### config.mk
export PLATFORM = sky130hd
export DESIGN_NAME = order_frame_tx_flat
export DESIGN_NICKNAME = d
export VERILOG_FILES = /design/src/rtl/order_frame_tx_if.sv /design/src/rtl/order_frame_tx.sv /design/src/flat_wrapper.sv
export SDC_FILE = /design/constraint.sdc
export NUM_CORES = 1
export LEC_CHECK = 0
export CORE_AREA = 3 3 111 113
export CTS_CLUSTER_SIZE = 24
export DETAILED_ROUTE_END_ITERATION = 12
export DIE_AREA = 0 0 114 116
export PLACE_DENSITY_LB_ADDON = 0.3
export REMOVE_ABC_BUFFERS = 1
export SLEW_MARGIN = 20
export SYNTH_ARGS = -nofsm -noshare
export SYNTH_HDL_FRONTEND = slang
export SYNTH_SLANG_ARGS = --single-unit
### constraint.sdc
create_clock -name clk -period 3.1 [get_ports clk]
set_input_delay 0.31 -clock clk [delete_from_list [all_inputs] [get_ports clk]]
set_output_delay 0.31 -clock clk [all_outputs]
set_load 0.05 [all_outputs]
### src/rtl/order_frame_tx_if.sv
// Command and receiver-side signals of the order frame transmitter.
// rec_en qualifies buf_out for exactly one cycle; order_full high forbids starting a new frame.
interface order_frame_tx_if #(
    parameter int FIFO_DEPTH = 4
);
    localparam int LW = $clog2(FIFO_DEPTH) + 1;

    logic          cmd_inc;
    logic          cmd_dec;
    logic          cmd_on;
    logic          cmd_off;
    logic          cmd_set;
    logic [7:0]    cmd_amount;
    logic          order_full;
    logic [24:0]   buf_out;
    logic          rec_en;
    logic          cmd_drop;
    logic [LW-1:0] fifo_level;
    logic          busy;

    modport master (
        input  cmd_inc, cmd_dec, cmd_on, cmd_off, cmd_set, cmd_amount, order_full,
        output buf_out, rec_en, cmd_drop, fifo_level, busy
    );

    modport slave (
        output cmd_inc, cmd_dec, cmd_on, cmd_off, cmd_set, cmd_amount, order_full,
        input  buf_out, rec_en, cmd_drop, fifo_level, busy
    );
endinterface

### src/rtl/order_frame_tx.sv
// Encodes operator commands into 25-bit order frames, buffers them and
// strobes them out one at a time with backpressure and a minimum idle gap.
module order_frame_tx #(
    parameter int FIFO_DEPTH = 4,
    parameter int GAP_CYCLES = 3
) (
    input  logic              clk,
    input  logic              rst,
    order_frame_tx_if.master  bus,
    output logic [1:0]        dbg_state_o
);
    localparam int AW = $clog2(FIFO_DEPTH);
    localparam int LW = AW + 1;
    localparam logic [LW-1:0] FULL_LEVEL = LW'(FIFO_DEPTH);
    localparam logic [3:0] GAP_LOAD = (GAP_CYCLES > 0) ? 4'(GAP_CYCLES - 1) : 4'd0;

    localparam logic [2:0] OP_INC = 3'b001;
    localparam logic [2:0] OP_DEC = 3'b010;
    localparam logic [2:0] OP_ON  = 3'b011;
    localparam logic [2:0] OP_OFF = 3'b100;
    localparam logic [2:0] OP_SET = 3'b101;

    typedef enum logic [1:0] {
        S_IDLE = 2'd0,
        S_SEND = 2'd1,
        S_GAP  = 2'd2
    } state_e;

    state_e        state_q, state_d;
    logic [3:0]    gap_q, gap_d;
    logic [7:0]    seq_q;
    logic [24:0]   buf_q;
    logic          drop_q;
    logic [AW-1:0] wr_q, rd_q;
    logic [LW-1:0] count_q, count_d;
    logic [10:0]   mem_q [FIFO_DEPTH];

    logic          win_valid;
    logic [2:0]    win_op;
    logic [7:0]    win_amt;
    logic [2:0]    n_req;
    logic          push, pop, load_buf, drop_d;
    logic [10:0]   head;
    logic [23:0]   frame_body;

    // Command arbitration: off > on > set > dec > inc.
    always_comb begin
        win_valid = 1'b1;
        win_op    = OP_INC;
        win_amt   = 8'd0;
        n_req     = 3'({2'b00, bus.cmd_inc}) + 3'({2'b00, bus.cmd_dec}) +
                    3'({2'b00, bus.cmd_on}) + 3'({2'b00, bus.cmd_off}) +
                    3'({2'b00, bus.cmd_set});
        if (bus.cmd_off) begin
            win_op = OP_OFF;
        end else if (bus.cmd_on) begin
            win_op = OP_ON;
        end else if (bus.cmd_set) begin
            win_op  = OP_SET;
            win_amt = bus.cmd_amount;
        end else if (bus.cmd_dec) begin
            win_op  = OP_DEC;
            win_amt = bus.cmd_amount;
        end else if (bus.cmd_inc) begin
            win_op  = OP_INC;
            win_amt = bus.cmd_amount;
        end else begin
            win_valid = 1'b0;
        end
    end

    // The head pops at the end of the send cycle, so a full FIFO still accepts then.
    assign pop    = (state_q == S_SEND);
    assign push   = win_valid && ((count_q != FULL_LEVEL) || pop);
    assign drop_d = (n_req > 3'd1) || (win_valid && !push);

    always_comb begin
        count_d = count_q;
        case ({push, pop})
            2'b10:   count_d = count_q + LW'(1);
            2'b01:   count_d = count_q - LW'(1);
            default: count_d = count_q;
        endcase
    end

    always_ff @(posedge clk) begin
        if (push) begin
            mem_q[wr_q] <= {win_op, win_amt};
        end
    end

    always_ff @(posedge clk) begin
        if (rst) begin
            wr_q    <= '0;
            rd_q    <= '0;
            count_q <= '0;
            drop_q  <= 1'b0;
        end else begin
            if (push) begin
                wr_q <= wr_q + AW'(1);
            end
            if (pop) begin
                rd_q <= rd_q + AW'(1);
            end
            count_q <= count_d;
            drop_q  <= drop_d;
        end
    end

    always_comb begin
        state_d  = state_q;
        gap_d    = gap_q;
        load_buf = 1'b0;
        case (state_q)
            S_IDLE: begin
                if ((count_q != '0) && !bus.order_full) begin
                    state_d  = S_SEND;
                    load_buf = 1'b1;
                end
            end
            S_SEND: begin
                if (GAP_CYCLES > 0) begin
                    state_d = S_GAP;
                    gap_d   = GAP_LOAD;
                end else begin
                    state_d = S_IDLE;
                end
            end
            S_GAP: begin
                if (gap_q == 4'd0) begin
                    state_d = S_IDLE;
                end else begin
                    gap_d = gap_q - 4'd1;
                end
            end
            default: state_d = S_IDLE;
        endcase
    end

    // Sequence number and parity are attached only when the frame leaves the FIFO.
    assign head       = mem_q[rd_q];
    assign frame_body = {1'b1, head[10:8], head[7:0], seq_q, 4'b0000};

    always_ff @(posedge clk) begin
        if (rst) begin
            state_q <= S_IDLE;
            gap_q   <= 4'd0;
            seq_q   <= 8'd0;
            buf_q   <= 25'd0;
        end else begin
            state_q <= state_d;
            gap_q   <= gap_d;
            if (load_buf) begin
                buf_q <= {frame_body, ^frame_body};
            end
            if (pop) begin
                seq_q <= seq_q + 8'd1;
            end
        end
    end

    assign bus.buf_out    = buf_q;
    assign bus.rec_en     = (state_q == S_SEND);
    assign bus.cmd_drop   = drop_q;
    assign bus.fifo_level = count_q;
    assign bus.busy       = (state_q != S_IDLE) || (count_q != '0);
    assign dbg_state_o    = state_q;
endmodule

### src/flat_wrapper.sv
// flat-port wrapper written by rule: the top's interface ports become plain ports
module order_frame_tx_flat 
#(
    parameter int FIFO_DEPTH = 4,
    parameter int GAP_CYCLES = 3
)
  (clk, rst, dbg_state_o, bus_cmd_inc, bus_cmd_dec, bus_cmd_on, bus_cmd_off, bus_cmd_set, bus_cmd_amount, bus_order_full, bus_buf_out, bus_rec_en, bus_cmd_drop, bus_fifo_level, bus_busy);
  order_frame_tx_if #(.FIFO_DEPTH(FIFO_DEPTH)) bus_i ();
  input  logic clk;
  input  logic rst;
  output logic [1:0] dbg_state_o;
  input wire logic [$bits(bus_i.cmd_inc)-1:0] bus_cmd_inc;
  input wire logic [$bits(bus_i.cmd_dec)-1:0] bus_cmd_dec;
  input wire logic [$bits(bus_i.cmd_on)-1:0] bus_cmd_on;
  input wire logic [$bits(bus_i.cmd_off)-1:0] bus_cmd_off;
  input wire logic [$bits(bus_i.cmd_set)-1:0] bus_cmd_set;
  input wire logic [$bits(bus_i.cmd_amount)-1:0] bus_cmd_amount;
  input wire logic [$bits(bus_i.order_full)-1:0] bus_order_full;
  output wire logic [$bits(bus_i.buf_out)-1:0] bus_buf_out;
  output wire logic [$bits(bus_i.rec_en)-1:0] bus_rec_en;
  output wire logic [$bits(bus_i.cmd_drop)-1:0] bus_cmd_drop;
  output wire logic [$bits(bus_i.fifo_level)-1:0] bus_fifo_level;
  output wire logic [$bits(bus_i.busy)-1:0] bus_busy;
  assign bus_i.cmd_inc = bus_cmd_inc;
  assign bus_i.cmd_dec = bus_cmd_dec;
  assign bus_i.cmd_on = bus_cmd_on;
  assign bus_i.cmd_off = bus_cmd_off;
  assign bus_i.cmd_set = bus_cmd_set;
  assign bus_i.cmd_amount = bus_cmd_amount;
  assign bus_i.order_full = bus_order_full;
  assign bus_buf_out = bus_i.buf_out;
  assign bus_rec_en = bus_i.rec_en;
  assign bus_cmd_drop = bus_i.cmd_drop;
  assign bus_fifo_level = bus_i.fifo_level;
  assign bus_busy = bus_i.busy;
  order_frame_tx #(.FIFO_DEPTH(FIFO_DEPTH), .GAP_CYCLES(GAP_CYCLES)) u_core (.clk(clk), .rst(rst), .bus(bus_i), .dbg_state_o(dbg_state_o));
endmodule
### Word-level counts from Yosys, hierarchy flattened

Memory sizes are Yosys's and may differ from the RTL's. A register that Yosys moved wholly into a read port is not among the register bits.
Cells that the tools add are included.

* flip-flop bits (word level): 43
* memories: 1
* bits in writable memories: 44
* output and inout port bits: 33
* word-level logic and storage cells: 71
* input port bits: 16

* reductions and logical operators: 17
* order comparisons: 1
* equal/unequal tests: 8
* muxes and demuxes: 26
* add/subtract/negate cells: 10

Memories
* u_core.mem_q: words 4, bits a word 11, read ports 1, clocked after memory_dff 1, wr ports 1, RTL line order_frame_tx.sv:36 `logic [10:0] mem_q [FIFO_DEPTH];`

Operator list (number)
* $mux 8: 5
* $reduce_xor 24->1: 1
* $mux 2: 5
* $add 3x1->3: 3
* $mux 1: 9
* $mux 3: 3
* $add 8x1->8 const B: 1
* $pmux 4 s2: 1
* $pmux 2 s3: 1
* $pmux 3 s2: 1
* $reduce_bool 2->1: 3
* $add 2x1->2 const B: 2
* $eq 2x1->1 const B: 2
* $eq 2x2->1 const B: 2
* $logic_not 4->1: 1
* $mux 4: 1
* $ne 2x1->1 const B: 2
* $reduce_and 2->1: 2
* $sub 4x1->4 const B: 1
* $add 3x1->3 const B: 1
* $gt 3x1->1 const B: 1
* $logic_and 1x1->1: 3
* $logic_or 1x1->1: 3
* $ne 3x3->1 const B: 1
* 6 further kinds: 7

### Logic depth before layout (Yosys ltp)

Gate-level depths: netlist of the first run.

* word-level depth: 9
* mapped depth: 10
* depth with buffers taken out: 10

### Least setup slack after synthesis of the first run

No wires, ideal clock.

* kind: reg2reg
* start: register u_core.state_q[0], in the netlist u_core.dbg_state_o[0]
* end: register u_core.gap_q[3]
* cell stages (with the launch flop): 8
* period minus slack after synthesis: 2.193 ns
* arrival time: 2.061 ns
* buffers on the path: 2
* path slack: 0.907 ns
* required time: 2.968 ns
* library setup time: 0.132 ns
* cells stage by stage: dfxtp_1 nand2b_1 clkbuf_1 inv_2 clkbuf_1 nor2_1 o21ai_1 a21oi_1

* word-level cells in the longest chain between the ends: 3
* elaborated cells between the ends (all ways): 6
* those cells by class: eq/ne (3); mux (1); reduce/logical (2)

RTL lines
* from (decl): RTL line order_frame_tx.sv:29 `state_e state_q, state_d;`
* from (signal assigned): RTL line order_frame_tx.sv:151 `state_q <= state_d;`
* $eq 2x1->1 (*)
* net bus_rec_en: RTL line flat_wrapper.sv:20 `output wire logic [$bits(bus_i.rec_en)-1:0] bus_rec_en;`
* $reduce_bool 2->1 (no source line)
* $reduce_and 2->1 (no source line)
* to (signal assigned): RTL line order_frame_tx.sv:152 `gap_q <= gap_d;`
* to (decl): RTL line order_frame_tx.sv:30 `logic [3:0] gap_q, gap_d;`

The timed path passes the listed nets; every way through them passes the cells marked *.
A chain may end at the register's enable or synchronous reset.

### Worst setup path in the final report of the first run

* start: register u_core.state_q[0], in the netlist u_core.dbg_state_o[0]
* end: output port bus_rec_en

* word-level cells in the longest chain between the ends: 1

RTL lines
* $eq 2x1->1: RTL line order_frame_tx.sv:163 `assign bus.rec_en = (state_q == S_SEND);`
* to (decl): RTL line flat_wrapper.sv:20

No other way between the ends.

==> run metrics, run 1 <==
RSZ-0062 raised after global routing=false; grt peak-use layer=met2; xor and xnor area share after synthesis=6.873%; wire per inst=about 13 um; Final Critical Period=2.473 ns; EDFF count, synth=44; Compound-Gate Fraction of Synth Area=5.246%; share of layout cells above drive strength 1=10.00%; largest family of logic cells by synthesized area=simple AND/OR/NAND/NOR gates; Yosys warning count=0; CP startpoint kind=register; CTS Buf Count=9; hold-fix buffers at CTS=0; IO buf count=44; Yosys reg bits=89; peak supply drop=0.3203 mV; synth unique cells=41; Worst path slowest cell=clkdlybuf4s50_1; Power, Total=3.896 mW; htree depth=3; Main synth FF type=dfxtp_1; # resized after CTS=0; clock latency on the worst-skew pair=0.33 ns; # Post-CTS Setup Buffers=0; synthesized cell area=3769 um^2; Cell Rows=39; sequential-to-total area share from yosys stat=between 50% and 60%; top cell type's share of synthesized area=35.06%; Adder-Cell Fraction of Synth Area=4.914%; skew final=around 0.0077 ns; Area growth syn-to-layout=24.63%; Clock Path Buffers=2; Die Wd=114 um; Max stage delay on crit path=roughly 0.86 ns; mux cell area share after synthesis=7.337%; fin. max-slew vios=0; Cells after Synth=between 300 and 400; Synth area leaders=edfxtp_1 35%, dfxtp_1 24%, mux4_2 5.4%, nand2_1 4.8%, a21oi_1 3.3%; pin count of the biggest net entering global routing=26; drt pass-1 iters=4; status=finished clean; DP Wirelength=a little under 5 mm; vias in the first global route=about 2400; final hold vios=0; post-route setup TNS=0 ns; most common cell in the netlist=nand2_1; Max-slew headroom=a little over half; gpl congestion=slightly below 0.8; Tcrit/Tclk final=79.78%; achievable frequency=404.3 MHz; Worst setup EP type=output pin; simple logic cell fraction of the synthesized area=12.75%; Die H=between 100 and 150 um; global route overflow=0; ys async rst share=0%; final setup violation count=0; clk root buf=clkbuf_16; antenna violations before repair=0; kind of critical path=register to output pin; Antenna Nets Post-Route=0; Starting Density=33.00%; CP arrival=2.16 ns; Power Dens Cells=just over 800 nW/um^2; Vias/cell=about 4.6; Crit path required time=2.79 ns; Avg Cell Area, Syn=11.96 um^2; crit-path cells=nand2b_1 > inv_2 > clkdlybuf4s50_1; DR vias=2357; CP Max Fanout=12; Yosys top cell by area=edfxtp_1; # fillers=~1100; 1st-iter DRT viols=129; Top Ports=49; DRC viols=0; worst min-delay path category=register to register; Final nets=394; Clock Sinks=89; Worst-Margin Slew=0.6809 ns; Clock transition at path regs=about 0.060 ns; DRT Wirelength=6.850 mm; core area=11420 um^2; CTS tree=yes; met1 Resource Use GR=14.26%; first-pass GRT wire length=11.30 mm; most frequent cells after synthesis=48 x nand2_1, 45 x dfxtp_1, 44 x edfxtp_1, 29 x nor2_1, 25 x a21oi_1; grt met2 use=~18%; Overall Global Routing Usage=around 11%; Max-Cap Viols=0; die area=13220 um^2; Leak=1.699 nW; ANT cells=0; GR met3 Demand/Resource=under 10%
## layer usage
layer  vias up  part of all wire, %
li1       1171                    -
met1      1127                   46
met2        54                   48
met3         5                  4.1
met4         0                  1.4
met5         -                    0
## critical path, delay by kind of cell (launching register included)
kind | cells | cell delay (ns)
simple gates | 1 | 0.25
buf+inv | 2 | 1.15
flops | 1 | 0.43
## power by group
group	internal [mW]	switching [mW]
sequential	1.46	0.0979
combinational	0.570	0.721
clock	0.616	0.434
total	2.64	1.25
## layout by cell type (no fill, tap or decap), types with 2 or more instances in the layout
cell and n:
a31oi_1 2, dfxtp_1 45, mux4_1 2, nor3_1 3, xor2_1 8, buf_4 8
clkdlybuf4s50_1 44, nor2_1 29, xnor2_1 12, a21o_1 2, inv_1 14, conb_1 4
ha_1 10, clkbuf_16 10, nand2b_1 2, a21oi_1 25, xnor3_1 3, nor2b_1 2
nand3_1 3, and2_1 13, fa_1 3, edfxtp_1 44, inv_4 2, nor4_1 2
clkinv_4 2, mux4_2 9, nand2_1 48, a211oi_1 2
## sequential cells by signal, indices dropped and copies added (netlist names), named ones only
signal / flops
u_core.bus.fifo_level: 3
u_core.bus.buf_out: 21
u_core.mem_q: 44
u_core.wr_q: 2
u_core.rd_q: 2
u_core.dbg_state_o: 2
u_core.seq_q: 8
u_core.gap_q: 4
u_core.bus.cmd_drop: 1
## final cells by class
| class | instances | area [um^2] | area share (%) |
|---|---|---|---|
| Clock buffer | 11 | 264.0 | 5.621 |
| Sequential cell | 89 | 2222 | 47.31 |
| Inverter | 15 | 56.30 | 1.199 |
| Multi-Input combinational cell | 197 | 1420 | 30.23 |
| Tap cell | 143 | 178.9 | 3.809 |
| Clock inverter | 5 | 35.03 | 0.7459 |
| Timing Repair Buffer | 53 | 520.5 | 11.08 |
## cells by family after synthesis
group	Yosys count
multiplexers	13
flip-flops	89
buffers and inverters	32
other	1
XOR/XNOR	24
AND/OR/NAND/NOR	108
AO/OA/AOI/OAI	35
adder cells (fa/ha/maj)	13
## per-stage QoR
stage               hold WS (ns)  utilization (%)  worst slack [ns]  instances  instance area (um^2)
floorplan                 0.3791                -            0.3669        301                  3692
global placement          0.4428            38.52            0.5203        497                  4398
global route              0.4772            41.14            0.4300        513                  4697
CTS                       0.4563            41.14            0.5938        513                  4697
finish                    0.4529            41.14            0.6268        513                  4697
detailed placement        0.4475            38.52            0.3845        497                  4398
## final timing paths
path                            cells past startpoint  slack [ns]              startpoint                     end
worst max-delay path                                3        0.63   u_core.dbg_state_o[0]              bus_rec_en
worst min-delay path                                2        0.45  u_core.bus.buf_out[10]  u_core.bus.buf_out[10]
worst max register to register                      6        0.67                register   u_core.bus.buf_out[0]
worst min register to register                      2        0.45  u_core.bus.buf_out[10]  u_core.bus.buf_out[10]
Note: power is estimated with default switching activity, not from simulation.
==> inputs of run 2 (changes only) <==
==> constraint.sdc (replaced) <==
create_clock -name clk -period 2.2 [get_ports clk]
set_input_delay 0.22 -clock clk [delete_from_list [all_inputs] [get_ports clk]]
set_output_delay 0.22 -clock clk [all_outputs]
set_load 0.05 [all_outputs]
==> run metrics, run 2 (synthesis gave the netlist of run 1 again) <==
status=finished clean; Max-Cap Viols=0; hold-fix buffers at CTS=0; peak supply drop=0.5205 mV; R2R Setup Slk=between 0.07 and 0.08 ns; drt pass-1 iters=6; Power, Total=5.679 mW; most frequent cells in the layout=48 x nand2_1, 44 x dfxtp_1, 44 x edfxtp_1; final hold vios=0; kind of critical path=register to register; # fillers=1078; Overall Global Routing Usage=11.62%; 1st-iter DRT viols=between 100 and 150; Vias/cell=4.582; worst r2r dst=u_core.bus.buf_out[0]; achievable frequency=471.4 MHz; Worst-Margin Slew=0.5121 ns; global route overflow=0; Antenna Nets Post-Route=0; Tcrit/Tclk final=between 90 and 100%; Cell Rows=39; skew final=0.006370 ns; Finished Layout Cells=roughly 530; Max-slew headroom=65.75%; placed insts=518; CP startpoint kind=register; # Post-CTS Setup Buffers=0; Crit path required time=between 2 and 2.5 ns; vias in the first global route=2460; Starting Density=33.00%; ANT cells=0; Top reg by flops=u_core.mem_q; CTS tree=yes; antenna violations before repair=0; wire per inst=13.05 um; core area=11420 um^2; DRC viols=0; share of layout cells above drive strength 1=roughly 16%; Clock Path Buffers=2; hold depth=2; final setup violation count=0; Clock Sinks=just under 90; pin count of the biggest net entering global routing=22; die area=13220 um^2; CP Max Fanout=5; Die Wd=between 100 and 150 um; grt met2 use=a little under a fifth; worst min-delay path category=register to register; htree depth=3; clock latency on the worst-skew pair=0.33 ns; Post-DP Area=4616 um^2; Leak=approximately 1.8 nW; clk root buf=clkbuf_16; WHS=0.4547 ns; Top Ports=49; Worst setup EP type=register; Final nets=415; DRT Wirelength=between 6 and 7 mm; Clock transition at path regs=around 0.060 ns; Final Critical Period=2.121 ns; CTS Buf Count=9; grt peak-use layer=met2; cell area after layout=4930 um^2; Power Dens Cells=~1200 nW/um^2; CP arrival=approximately 2.4 ns; first-pass GRT wire length=11.90 mm; Area growth syn-to-layout=30.81%; IO buf count=44; dpl ws=-0.2483 ns; RSZ-0062 raised after global routing=false; final setup margin=0.07857 ns; gpl congestion=about 0.77; GR met3 Demand/Resource=3.446%; fin. max-slew vios=0; fin util=43.17%; DR vias=approximately 2400; max reg flops=between 40 and 50; Die H=116 um; DP Wirelength=5.119 mm; FF-to-FF path depth=6; worst setup path endpoint=u_core.bus.buf_out[0]; met1 Resource Use GR=15.15%; most common cell after layout, fill and taps aside=nand2_1; post-route setup TNS=0 ns
run 2: changes by cell type in the layout (fill, tap and decap cells not counted), moves of 2 or more:
| cell | before | now |
|---|---|---|
| buf_4 | 8 | 25 |
| nor3_1 | 3 | 1 |
| inv_4 | 2 | 0 |
| nor3_2 | 0 | 2 |
| buf_12 | 1 | 6 |
run 2: what timing repair did:
action                     in CTS  in global routing
gates resized for setup         1                  4
gates cloned                    0                  0
setup endpoints to repair       1                  4
run 2: power breakdown:
part	leakage [nW]	internal, mW	total, mW	switching (mW)
Sequential	0.789	2.06	2.19	0.129
Combinational	0.882	0.928	2.01	1.08
Clock	0.139	0.876	1.49	0.613
run 2: area by class of cell:
| cell class | count | area (um^2) | area share, % |
|---|---|---|---|
| inverter | 15 | 56.30 | 1.142 |
| sequential | 89 | 2226 | 45.15 |
| clock inverter | 7 | 68.82 | 1.396 |
| tap | 143 | 178.9 | 3.629 |
| timing repair buffer | 74 | 738.2 | 14.97 |
| clock buffer | 9 | 225.2 | 4.569 |
| multi-input combinational | 197 | 1436 | 29.14 |
run 2: how the worst min path moves through the flow:
stage | start | endpoint | slack [ns]
floorplan | rst | u_core.bus.buf_out[10] | 0.29
global placement | u_core.bus.buf_out[14] | u_core.bus.buf_out[14] | 0.45
detailed placement | u_core.bus.buf_out[12] | u_core.bus.buf_out[12] | 0.45
CTS | u_core.bus.buf_out[12] | u_core.bus.buf_out[12] | 0.46
global route | u_core.bus.buf_out[10] | u_core.bus.buf_out[10] | 0.48
finish | u_core.bus.buf_out[10] | u_core.bus.buf_out[10] | 0.45
run 2: metal layers:
metal | vias to the layer above | wire length (um)
met3 | 5 | 304
met4 | 0 | 85
met2 | 48 | 3290
met1 | 1174 | 3289
met5 | - | 0
li1 | 1220 | -
run 2: worst max-delay path, stage by stage (launching register included):
cell	delay (ns)
dfxtp_4	0.38
buf_12	0.12
mux4_2	0.52
xnor2_1	0.20
xnor3_1	0.43
xnor3_1	0.21
a21o_1	0.16
==> inputs of run 3 (changes only) <==
--- a/config.mk
+++ b/config.mk
@@ -5,10 +5,12 @@
 export SDC_FILE = /design/constraint.sdc
 export NUM_CORES = 1
 export LEC_CHECK = 0
-export CORE_AREA = 3 3 111 113
+export CORE_AREA = 3 3 90 92
+export CTS_BUF_LIST = sky130_fd_sc_hd__clkbuf_2 sky130_fd_sc_hd__clkbuf_4 sky130_fd_sc_hd__clkbuf_8
+export CTS_CLUSTER_DIAMETER = 100
 export CTS_CLUSTER_SIZE = 24
 export DETAILED_ROUTE_END_ITERATION = 12
-export DIE_AREA = 0 0 114 116
+export DIE_AREA = 0 0 93 95
 export PLACE_DENSITY_LB_ADDON = 0.3
 export REMOVE_ABC_BUFFERS = 1
 export SLEW_MARGIN = 20
==> run metrics, run 3 (synthesis gave the netlist of run 1 again) <==
most common cell after layout, fill and taps aside=nand2_1; hold_sp=u_core.bus.buf_out[17]; CP Max Fanout=8; Post-DP Area=4536 um^2; Max-Cap Viols=0; Switch Pwr=1.720 mW; 1st-iter DRT viols=113; peak supply drop=0.3941 mV; skew final=0.008828 ns; Antenna Nets Post-Route=0; Max-slew headroom=61.53%; Crit path top cell by count=xnor3_1; ANT cells=0; post-route setup TNS=0 ns; Leak=~1.7 nW; CTS tree=yes; Top Ports=49; Clock Path Buffers=2; fraction of power consumed by sequential logic=42.6%; Area growth syn-to-layout=25.30%; Worst path slowest cell=mux4_2; status=finished clean; Die H=about 95 um; worst r2r dst=u_core.bus.buf_out[0]; share of layout cells above drive strength 1=15.60%; Cell Rows=31; final hold vios=0; WHS=approximately 0.45 ns; clock latency on the worst-skew pair=0.35 ns; Overall Global Routing Usage=approximately 16%; P_int=between 3 and 4 mW; worst hold path endpoint=u_core.bus.buf_out[17]; Final Critical Period=2.121 ns; CP arrival=around 2.4 ns; antenna violations before repair=0; DRC viols=0; switching share of power=around a third; cell area after layout=4722 um^2; first-pass GRT wire length=10.67 mm; CTS Buf Count=9; RSZ-0062 raised after global routing=true; clk root buf=clkbuf_8; vias in the first global route=2433; final setup violation count=0; Final nets=around 420; DR vias=between 2000 and 2500; global route overflow=0; gpl congestion=0.7216; R2R Setup Slk=just under 0.08 ns; most frequent cells in the layout=48 x nand2_1, 44 x dfxtp_1, 44 x edfxtp_1; Vias/cell=4.912; Worst setup EP type=register; Gate power share=38.6%; crit-path cells=buf_12 > mux4_2 > xnor3_1 > xnor3_1 > xnor3_1 > a21o_1; hold depth=2; fin. max-slew vios=0; Top reg by flops=u_core.mem_q; pin count of the biggest net entering global routing=22; drt pass-1 iters=4; achievable frequency=~470 MHz; Clock Sinks=89; core area=7292 um^2; htree depth=3; DRT Wirelength=6.329 mm; DP Wirelength=4.666 mm; Crit path required time=2.45 ns; Power, Total=5.118 mW; Die Wd=about 93 um; kind of critical path=register to register; die area=8835 um^2; Starting Density=51.68%; Tcrit/Tclk final=96.42%; worst min-delay path category=register to register; wire per inst=12.92 um; Power Dens Cells=about 1100 nW/um^2; Worst-Margin Slew=about 0.58 ns; CP startpoint kind=register; Max stage delay on crit path=0.53 ns; IO buf count=44; Clock Power Share=18.8%; FF-to-FF path depth=6; max reg flops=44; Clock transition at path regs=0.08 ns; fin util=64.76%
-- run 3: per-stage QoR --
| step | setup slack (ns) | std cells |
|---|---|---|
| after CTS | 0.01005 | 490 |
| after global placement | -0.1890 | 474 |
| after detailed placement | -0.2838 | 474 |
| after floorplan | -0.5331 | 301 |
| final | 0.07869 | 490 |
| after global routing | -0.03658 | 490 |
-- run 3: per-layer routing --
| metal | part of all wire, % | GRT usage, % |
|---|---|---|
| met5 | 0 | 0 |
| met4 | 2.4 | 9.035 |
| met3 | 4.0 | 2.948 |
| met2 | 51 | 27.29 |
| met1 | 43 | 18.41 |
-- run 3: timing repair --
action,CTS,global route
hold buffers,0,0
buffers inserted,0,0
gates resized for setup,1,3
endpoints found under the setup margin,1,4
-- run 3: worst max path at each step --
stage | endpoint | slack, ns | start | cells past startpoint
3_3_place_gp | u_core.bus.cmd_drop | -0.19 | bus_cmd_dec | 9
2_1_floorplan | u_core.bus.buf_out[0] | -0.53 | u_core.bus.fifo_level[2] | 4
6_report | u_core.bus.buf_out[0] | 0.08 | register | 6
4_1_cts | bus_busy | 0.01 | u_core.bus.fifo_level[2] | 3
5_1_grt | u_core.bus.buf_out[0] | -0.04 | register | 6
3_5_place_dp | u_core.bus.fifo_level[2] | -0.28 | bus_cmd_inc | 11
-- run 3: area by class of cell --
type / count / area, um^2
sequential: 89 / 2226
multi-input combinational: 197 / 1431
fill: 580 / 2570
clock inverter: 5 / 32.53
inverter: 15 / 56.30
clock buffer: 11 / 138.9
tap: 99 / 123.9
timing repair buffer: 74 / 713.2
-- run 3: power groups by stage --
stage,Clock [mW],Combinational [mW],Sequential (mW)
2_1_floorplan,0,1.04,2.49
6_report,0.960,1.98,2.18
4_1_cts,0.991,2.01,2.18
5_1_grt,1.07,2.14,2.21
3_5_place_dp,0,2.01,2.21
3_3_place_gp,0,1.98,2.20
-- run 3: worst max-delay path: cells and delay by family (launching register included) --
| family | cells | cell delay, ns |
|---|---|---|
| XOR/XNOR | 3 | 0.83 |
| multiplexers | 1 | 0.53 |
| flip-flops | 1 | 0.38 |
| AO/OA/AOI/OAI | 1 | 0.16 |
| buffers and inverters | 1 | 0.14 |
